File: src/rtl/mem_port_arbiter.sv
// Two-port round-robin arbiter in front of a 1-write/2-read data memory.
// Clears every location after reset, then grants one requester per cycle.
module mem_port_arbiter #(
  parameter int DW         = 12,
  parameter int AW         = 3,
  parameter bit INIT_CLEAR = 1'b1
) (
  input  logic          clk,
  input  logic          rst,
  input  logic          r0_req,
  input  logic          r0_we,
  input  logic [AW-1:0] r0_waddr,
  input  logic [DW-1:0] r0_wdata,
  input  logic [AW-1:0] r0_raddr_a,
  input  logic [AW-1:0] r0_raddr_b,
  output logic          r0_gnt,
  output logic          r0_rvalid,
  input  logic          r1_req,
  input  logic          r1_we,
  input  logic [AW-1:0] r1_waddr,
  input  logic [DW-1:0] r1_wdata,
  input  logic [AW-1:0] r1_raddr_a,
  input  logic [AW-1:0] r1_raddr_b,
  output logic          r1_gnt,
  output logic          r1_rvalid,
  output logic [DW-1:0] rdata_a,
  output logic [DW-1:0] rdata_b,
  output logic          busy,
  output logic          mem_write,
  output logic [AW-1:0] mem_wr_addr,
  output logic [DW-1:0] mem_wr_data,
  output logic [AW-1:0] mem_rd_addr_a,
  output logic [AW-1:0] mem_rd_addr_b,
  input  logic [DW-1:0] mem_rd_data_a,
  input  logic [DW-1:0] mem_rd_data_b
);

  typedef enum logic {CLEAR, RUN} state_t;

  state_t        state, state_next;
  logic [AW-1:0] clr_addr, clr_addr_next;
  logic          rr_ptr, rr_ptr_next;

  always_ff @(posedge clk) begin
    if (rst) begin
      state     <= INIT_CLEAR ? CLEAR : RUN;
      clr_addr  <= '0;
      rr_ptr    <= 1'b0;
      r0_rvalid <= 1'b0;
      r1_rvalid <= 1'b0;
    end else begin
      state     <= state_next;
      clr_addr  <= clr_addr_next;
      rr_ptr    <= rr_ptr_next;
      r0_rvalid <= r0_gnt;
      r1_rvalid <= r1_gnt;
    end
  end

  // rr_ptr==1 means port 1 wins the next contention
  always_comb begin
    state_next    = state;
    clr_addr_next = clr_addr;
    rr_ptr_next   = rr_ptr;
    r0_gnt        = 1'b0;
    r1_gnt        = 1'b0;
    mem_write     = 1'b0;
    mem_wr_addr   = '0;
    mem_wr_data   = '0;
    mem_rd_addr_a = '0;
    mem_rd_addr_b = '0;
    if (!rst) begin
      case (state)
        CLEAR: begin
          mem_write     = 1'b1;
          mem_wr_addr   = clr_addr;
          clr_addr_next = clr_addr + AW'(1);
          if (clr_addr == {AW{1'b1}})
            state_next = RUN;
        end
        RUN: begin
          if (r0_req && (!r1_req || !rr_ptr)) begin
            r0_gnt        = 1'b1;
            rr_ptr_next   = 1'b1;
            mem_write     = r0_we;
            mem_wr_addr   = r0_waddr;
            mem_wr_data   = r0_wdata;
            mem_rd_addr_a = r0_raddr_a;
            mem_rd_addr_b = r0_raddr_b;
          end else if (r1_req) begin
            r1_gnt        = 1'b1;
            rr_ptr_next   = 1'b0;
            mem_write     = r1_we;
            mem_wr_addr   = r1_waddr;
            mem_wr_data   = r1_wdata;
            mem_rd_addr_a = r1_raddr_a;
            mem_rd_addr_b = r1_raddr_b;
          end
        end
        default: state_next = RUN;
      endcase
    end
  end

  assign busy    = (state == CLEAR);
  assign rdata_a = mem_rd_data_a;
  assign rdata_b = mem_rd_data_b;

endmodule
File: config.mk
export PLATFORM = sky130hd
export DESIGN_NAME = mem_port_arbiter
export DESIGN_NICKNAME = d
export VERILOG_FILES = /design/src/rtl/mem_port_arbiter.sv
export SDC_FILE = /design/constraint.sdc
export NUM_CORES = 1
export LEC_CHECK = 0
export ABC_AREA = 1
export CAP_MARGIN = 20
export CORE_AREA = 2 2 48 50
export DETAILED_ROUTE_END_ITERATION = 8
export DIE_AREA = 0 0 50 52
export DONT_BUFFER_PORTS = 1
export PLACE_DENSITY_LB_ADDON = 0.08
export SYNTH_ARGS = -nofsm -noshare
export SYNTH_HDL_FRONTEND = slang
export SYNTH_SLANG_ARGS = --single-unit
File: constraint.sdc
create_clock -name clk -period 1.15 [get_ports clk]
set_input_delay 0.23 -clock clk [delete_from_list [all_inputs] [get_ports clk]]
set_output_delay 0.23 -clock clk [all_outputs]
set_load 0.05 [all_outputs]
======== Word level (Yosys, flattened, before mapping) ========
Index checks and enable logic that the tools add are counted.
cells by class
  add/sub/neg operators ................... 1
  equality and inequality tests ........... 1
  mux-type cells .......................... 31
  bitwise gates (word level) .............. 1
  reduce and logical (&&, ||, !) cells .... 6
operators by type and width
  operator             count
  $mux 12              4
  $mux 3               11
  $mux 1               14
  $pmux 3 s2           1
  $add 3x1->3 const B  1
  $eq 3x3->1 const B   1
  $logic_not 1->1      2
  $pmux 1 s2           1
  $reduce_and 2->1     1
  $reduce_bool 2->1    1
  $logic_and 1x1->1    1
  $logic_or 1x1->1     1
  $not 1->1            1
word-level totals
  flip-flop bits (word level) ............. 7
  output and inout port bits .............. 51

======== Longest topological paths before layout ========
Gate-level depths: netlist of the first run.
  word-level depth ........................ 6
  gate-level depth with buffers ........... 6

======== Least setup slack after synthesis of the first run ========
OpenSTA, ideal clock, no wires.
  path type ............................... register to output
  start point ............................. register rr_ptr
  end point ............................... output port mem_wr_addr[0]
  arrival ................................. 1445 ps
  path slack .............................. -525 ps
  stages on the path, launching flop included .. 6
  path through ............................ dfxtp_1 nand2_8 buf_6 a21oi_2 nor2_1 nor2_1
between the ends
  longest elaborated chain between the ends .. 6
RTL lines
  item                      RTL line  RTL
  start: declaration        42        logic rr_ptr, rr_ptr_next;
  start signal: assignment  54        rr_ptr <= rr_ptr_next;
  $logic_not 1->1           82        if (r0_req && (!r1_req || !rr_ptr)) begin
  $logic_or 1x1->1          82
  $logic_and 1x1->1         82
  $mux 3                    82
  $pmux 3 s2                73        case (state)
  $mux 3                    72        if (!rst) begin
  end: declaration          30        output logic [AW-1:0] mem_wr_addr,
No other way between the ends.

======== Worst setup path in the final report of the first run ========
  start point ............................. register rr_ptr
  end point ............................... output port mem_wr_addr[2]
The elaborated chain is that of the path after synthesis.

==> results of run 1 <==
routing by layer:
metal	vias up	share of wire (%)
met5	-	0
met4	0	5.2
met3	29	8.3
met2	105	55
met1	585	32
li1	525	-
critical path, delay by kind of cell, from the launching register on:
| kind | cells | cell delay [ns] |
|---|---|---|
| AO/OA/AOI/OAI | 1 | 0.15 |
| buffers and inverters | 2 | 0.29 |
| flip-flops | 1 | 0.42 |
| AND/OR/NAND/NOR | 3 | 0.28 |
registers in the layout (all words and copies together), names as in the netlist:
name       cells
r0_rvalid      1
rr_ptr         1
clr_addr       3
state          1
r1_rvalid      1
final cells by class:
cell class / count / share of cell area [%]
Multi-Input combinational cell: 108 / 54.61
Timing Repair Buffer: 44 / 34.44
Sequential cell: 7 / 7.257
Tap cell: 28 / 1.722
Clock buffer: 4 / 1.292
Inverter: 3 / 0.6765
path summary, 6_finish.rpt:
| kind | end | slack, ns | cells after the start |
|---|---|---|---|
| setup reg to reg | rr_ptr$_SDFFE_PP0P_ | 0 | 6 |
| hold / removal | r1_rvalid$_SDFF_PP0_ | 0.03 | 1 |
| setup / recovery | mem_wr_addr[2] | -0.50 | 6 |
| hold reg to reg | clr_addr[2]$_SDFFE_PP0N_ | 0.53 | 2 |
layout by cell type, fill, tap and decap left out, types with 3 or more instances in the layout:
cell type,n
nor2_4,8
nand3_2,26
nand2_1,11
nand3_1,9
nand2_8,5
nor2_1,7
nand3_4,6
buf_4,13
buf_12,29
dfxtp_1,5
nand2_2,3
o21ai_0,3
clkbuf_4,3
a21oi_4,21
what timing repair did:
| action | 4_1_cts | 5_1_grt |
|---|---|---|
| hold buffers | 0 | 0 |
| cloned | 3 | 0 |
| setup endpoints to repair | 26 | 26 |
| pin swaps | 10 | 14 |
| resized for setup | 28 | 19 |
| buffers inserted | 2 | 3 |
metrics by stage:
| step | hold slack, ns | instances | setup TNS (ns) | utilization [%] | power [mW] |
|---|---|---|---|---|---|
| 3_3_place_gp | 0.3005 | 183 | -3.420 | 81.76 | 0.5014 |
| 5_1_grt | 0.03961 | 194 | -11.32 | 96.61 | 0.8285 |
| 6_report | 0.03241 | 194 | -10.83 | 96.61 | 0.8090 |
| 4_1_cts | 0.02827 | 192 | -9.837 | 91.74 | 0.7663 |
| 2_1_floorplan | 0.2991 | 152 | -2.825 | - | 0.7198 |
| 3_5_place_dp | 0.3067 | 183 | -3.843 | 81.76 | 0.5089 |
kinds of logic after synthesis:
logic type | count (synthesis) | synth area share, %
AOI/OAI and AO/OA | 28 | 18.68
adders and majority gates | 2 | 2.171
buffers and inverters | 40 | 27.25
DFF | 7 | 12.16
and+or+nand+nor | 75 | 39.74
power by group through the flow:
| stage | logic, mW | clock network [mW] | registers (mW) |
|---|---|---|---|
| final | 0.300 | 0.249 | 0.260 |
| after CTS | 0.271 | 0.237 | 0.258 |
| after floorplan | 0.457 | 0 | 0.262 |
| after global routing | 0.313 | 0.255 | 0.261 |
| after global placement | 0.237 | 0 | 0.264 |
| after detailed placement | 0.244 | 0 | 0.265 |
==> results.json, run 1 <==
{
  "numCtsBuffers": 3,
  "max_freq_mhz": 604.9,
  "rows": 17,
  "vias": 1244,
  "netlist_top_cells_area": "buf_4, nand3_2, a21oi_2, dfxtp_1, nand3_1",
  "rsz0062_at_grt": "yes",
  "clock_sinks": 7,
  "first_pass_iters": 4,
  "htreeDepth": 1,
  "pwr-share-comb_pct": 37.1,
  "first_global_vias": 1204,
  "min_path_type": "in2reg",
  "multi_input_area_um2": 1111,
  "leakagePower_nw": 0.6826,
  "drt_iter0_markers": 34,
  "hold_viol": 0,
  "cp.arrival_ns": 1.42,
  "wl_mm": 4.915,
  "viasPerCell": 6.412,
  "ys.flop_type": "dfxtp_1",
  "clkPwrFrac_pct": 30.8,
  "critPathMaxStageDelay_ns": 0.42,
  "cp_slowest_cell": "dfxtp_4",
  "diodes": 0,
  "max_cap_viol_count": 0,
  "pre_cts_ws_ns": -0.1811,
  "gr-total-overflow": 0,
  "die_area_um2": 2600,
  "core_area_um2": 2106,
  "worstMarginPinSlew_ns": 0.2282,
  "synth_top_area_share_pct": 18.89,
  "synthDistinctLibCells": 18,
  "seqCellArea_um2": 147.6,
  "gr-max-usage-layer": "met2",
  "yosysTopAreaCell": "buf_4",
  "slew_viol_final": 0,
  "crit_path_max_fanout": 5,
  "vdd_drop_max_v": 0.0009201,
  "grt_max_degree": 31,
  "relSlewSlack_pct": 84.63,
  "sw_frac_of_total_pct": 36.81,
  "worstSetupEndpointType": "primary output",
  "fin_area_um2": 2034,
  "port_buffers": 0,
  "drive_gt1_share_pct": 74.70,
  "cts_tree": "yes",
  "period_needed_ns": 1.653,
  "netSwitchingPower_mw": 0.2978,
  "cts.clk_slew.worst_paths_ns": 0.07,
  "dp_hpwl_mm": 2.627,
  "outcome": "finished, violations left",
  "setup_violations": 25,
  "critPathRequiredTime_ns": 0.92,
  "p_seq_share_pct": 32.1,
  "crit_path_start_kind": "flop",
  "drc": 0,
  "final_net_count": 241,
  "p_per_area_nw_per_um2": 397.6,
  "synth-seq-cells": 7,
  "synth_common_cells": "buf_4, nand3_1, a21oi_2, nand3_2, nor2_1",
  "areaGrowthSynthToFinish_pct": 76.55,
  "use_met3_pct": 8.333,
  "yosysWarnings": 0,
  "worstReg2RegStart": "rr_ptr$_SDFFE_PP0P_",
  "cp_common_cell": "buf_12",
  "critPathLaunch": "rr_ptr$_SDFFE_PP0P_",
  "fin_crit_sh_pct": 143.7,
  "gp_congestion": 0.6995,
  "num_io_pins": 123,
  "root_buffer": "clkbuf_4",
  "synthesis.area_um2": 1152,
  "synth_seq_area_share_pct": 12.16,
  "async_reset_ff_share_pct": 0,
  "insertion_delay_ns": 0.27,
  "critical_path_class": "reg2out",
  "die_w_um": 50,
  "grtUsageMet1_pct": 33.04,
  "synth_edf_count": 0,
  "wl_per_cell_um": 25.34,
  "syn_nets": 226,
  "antenna_found_initial": 0,
  "use_met2_pct": 57.46,
  "start_util_pct": 54.72,
  "crit_path_cell_trace": "nand2_8 > buf_12 > a21oi_2 > nor2_2 > nor2_4 > buf_12",
  "p_int_mw": 0.5112,
  "grt_pass1_wl_mm": 6.182,
  "place_area_um2": 1722,
  "grt_use_total_pct": 32.07,
  "syn_inst": 152,
  "final_antenna_net_count": 0,
  "finClkSkew_ns": 0.01953,
  "setup_slack_ns": -0.5031,
  "die_h_um": 52,
  "violations": "setup timing",
  "avgSynthCellArea_um2": 7.581,
  "fillCellCount": 41,
  "hold_start": "rst",
  "cts_buffer_depth": 2,
  "yosysMostFrequentCell": "buf_4"
}
Power figures use the tool's default switching activity.
==> inputs of run 2 (changes only) <==
Settings changed: CTS_BUF_LIST from default to sky130_fd_sc_hd__clkbuf_16.
==> results.json, run 2 <==
{
  "clock_sinks": 7,
  "die_w_um": 50,
  "worst_endpoint": "mem_wr_addr[1]",
  "synth_seq_area_share_pct": 12.16,
  "htreeDepth": 1,
  "syn_nets": 226,
  "numCtsBuffers": 3,
  "synth_common_cells": "buf_4, nand3_1, a21oi_2, nand3_2, nor2_1",
  "yosysTopAreaCell": "buf_4",
  "syn_inst": 152,
  "start_util_pct": 54.72,
  "synth_top_area_share_pct": 18.89,
  "synthDistinctLibCells": 18,
  "cts_buffer_depth": 2,
  "error": "[ERROR DPL-0038] Utilization greater than 100%, impossible to legalize",
  "cts.hold.buffers_added": 0,
  "synth_edf_count": 0,
  "lastStage": "global routing (5_1_grt)",
  "synth-seq-cells": 7,
  "rows": 17,
  "synthesis.area_um2": 1152,
  "die_h_um": 52,
  "avgSynthCellArea_um2": 7.581,
  "dp_cells": 183,
  "async_reset_ff_share_pct": 0,
  "worstEndpointType": "output port",
  "ys.flop_type": "dfxtp_1",
  "yosysWarnings": 0,
  "root_buffer": "clkbuf_16",
  "dp_hpwl_mm": 2.627,
  "grt_max_degree": 31,
  "num_io_pins": 123,
  "netlist_top_cells_area": "buf_4, nand3_2, a21oi_2, dfxtp_1, nand3_1",
  "outcome": "did not finish",
  "port_buffers": 0,
  "gp_congestion": 0.6995,
  "yosysMostFrequentCell": "buf_4"
}
run 2: what timing repair did:
action | in CTS
pin swaps | 9
buffers inserted | 1
cloned | 3
gates resized for setup | 27
setup endpoints to repair | 26
run 2: cells by family after synthesis:
kind of cell	count (synthesis)	share of synthesized area [%]
AND/OR/NAND/NOR	75	39.74
AO/OA/AOI/OAI	28	18.68
adder cells (fa/ha/maj)	2	2.171
flip-flops	7	12.16
buffers and inverters	40	27.25
run 2: through the flow:
stage                     cell area (µm²)  TNS, ns  util [%]  hold WS, ns  setup WS [ns]
after CTS                            1968   -8.779     93.46      0.06251        -0.3916
after global placement               1722   -3.420     81.76       0.3005        -0.1554
after floorplan                      1354   -2.825         -       0.2991        -0.1445
after detailed placement             1722   -3.843     81.76       0.3067        -0.1811
==> inputs of run 3 (changes only) <==
Settings changed: CORE_AREA 2 2 48 50 to 2 2 63 65, CTS_BUF_LIST sky130_fd_sc_hd__clkbuf_16 to default, DIE_AREA 0 0 50 52 to 0 0 65 67, PLACE_DENSITY_LB_ADDON 0.08 to 0.15.
==> results.json, run 3 (synthesis results as in run 1) <==
{
  "diodes": 0,
  "antenna_found_initial": 0,
  "first_pass_iters": 4,
  "grt_max_degree": 30,
  "grt_pass1_wl_mm": 5.347,
  "num_io_pins": 123,
  "violations": "setup timing",
  "insertion_delay_ns": 0.23,
  "setup_slack_ns": -0.3796,
  "gp_congestion": 0.7417,
  "drc": 0,
  "critPathLaunch": "rr_ptr$_SDFFE_PP0P_",
  "finClkSkew_ns": 0.001147,
  "place_area_um2": 1739,
  "root_buffer": "clkbuf_8",
  "cpLargestDelayFamily": "flip-flops",
  "r2r-end": "rr_ptr$_SDFFE_PP0P_",
  "cts.clk_slew.worst_paths_ns": 0.04,
  "dp_hpwl_mm": 2.756,
  "wl_per_cell_um": 17.25,
  "core_area_um2": 3606,
  "fin_area_um2": 1998,
  "drt_iter0_markers": 14,
  "drive_gt1_share_pct": 76.07,
  "hold_start": "rst",
  "cp_slowest_cell": "dfxtp_4",
  "top_register": "clr_addr",
  "tns_ns": -8.547,
  "numCtsBuffers": 3,
  "critPathRequiredTime_ns": 0.92,
  "die_area_um2": 4355,
  "crit_path_cell_trace": "nand2_8 > buf_12 > a21oi_4 > nor2_4 > nor2_4 > buf_12",
  "die_w_um": 65,
  "start_util_pct": 31.96,
  "htreeDepth": 1,
  "min_to": "clr_addr[0]$_SDFFE_PP0N_",
  "hold_depth": 1,
  "final_antenna_net_count": 0,
  "leakagePower_nw": 0.6847,
  "vdd_drop_max_v": 0.0006537,
  "critPathMaxStageDelay_ns": 0.37,
  "hold_viol": 0,
  "cts_tree": "yes",
  "viasPerCell": 5.152,
  "cts_buffer_depth": 2,
  "setup_violations": 25,
  "rsz0062_at_grt": "yes",
  "crit_path_max_fanout": 8,
  "gr-total-overflow": 0,
  "slew_viol_final": 0,
  "p_per_area_nw_per_um2": 443.5,
  "rows": 22,
  "final_net_count": 238,
  "fin_crit_sh_pct": 133.0,
  "grt_use_total_pct": 15.74,
  "crit_path_start_kind": "flop",
  "die_h_um": 67,
  "vias": 1087,
  "wl_mm": 3.640,
  "max_cap_viol_count": 0,
  "most-common-layout-cells": "nand3_2, buf_12, a21oi_4",
  "ff2ff_path_depth": 6,
  "worstMarginPinSlew_ns": 0.2295,
  "layout_commonest_cell": "nand3_2",
  "worstSetupEndpointType": "primary output",
  "power_mw": 0.8861,
  "first_global_vias": 1121,
  "largest_reg_flops": 3,
  "min_path_type": "in2reg",
  "areaGrowthSynthToFinish_pct": 73.40,
  "worstReg2RegStart": "rr_ptr$_SDFFE_PP0P_",
  "relSlewSlack_pct": 84.54,
  "max_freq_mhz": 653.8,
  "ff2ff_setup_slack_ns": 0.04,
  "clock_sinks": 7,
  "outcome": "finished, violations left",
  "cp.arrival_ns": 1.30,
  "cp_num_buf_inv": 2,
  "port_buffers": 0,
  "critical_path_class": "reg2out",
  "period_needed_ns": 1.530
}
==> run 3: timing repair <==
action | CTS | global route
resized for setup | 31 | 11
setup endpoints to repair | 26 | 27
hold endpoints to repair | 0 | 0
pin swaps | 3 | 1
cloned | 1 | 0
hold buffers | 0 | 0
buffers inserted | 1 | 3
==> run 3: where the power goes <==
part	internal (mW)	switching, mW	total, mW
clock	0.235	0.118	0.353
sequential	0.250	0.00856	0.258
combinational	0.124	0.150	0.275
total	0.609	0.277	0.886
==> run 3: through the flow <==
step | utilization (%) | std cells | worst slack [ns] | hold slack (ns)
floorplan | - | 152 | -0.1445 | 0.2991
global placement | 48.23 | 202 | -0.1539 | 0.3008
detailed placement | 48.23 | 202 | -0.1753 | 0.3042
CTS | 53.54 | 208 | -0.3859 | 0.06139
global route | 55.41 | 211 | -0.4223 | 0.06336
finish | 55.41 | 211 | -0.3796 | 0.06698
==> run 3: final cells by class <==
class / instances / area [µm²]
inverter: 3 / 16.27
tap: 48 / 60.06
multi-input combinational: 106 / 1031
clock buffer: 3 / 41.29
sequential: 7 / 147.6
clock inverter: 1 / 5.005
timing repair buffer: 43 / 696.9
fill: 319 / 1608
==> run 3: worst max-delay path by stage <==
stage,end,slack (ns),cells past startpoint
6_report,mem_wr_addr[1],-0.38,6
5_1_grt,mem_wr_addr[0],-0.42,7
4_1_cts,mem_wr_data[2],-0.39,5
3_5_place_dp,mem_wr_data[2],-0.18,5
3_3_place_gp,mem_wr_addr[1],-0.15,7
2_1_floorplan,mem_wr_data[1],-0.14,5
==> run 3: layer usage <==
metal	global-route usage [%]	share of wire (%)
met1	16.11	33
met4	4.787	1.3
met5	0	0
met3	5.068	11
met2	30.15	55
==> inputs of run 4 (changes only) <==
Settings changed: GPL_ROUTABILITY_DRIVEN from default to 1.
==> results of run 4 <==
The final DEF is identical to that of run 3; final timing and power are the same.
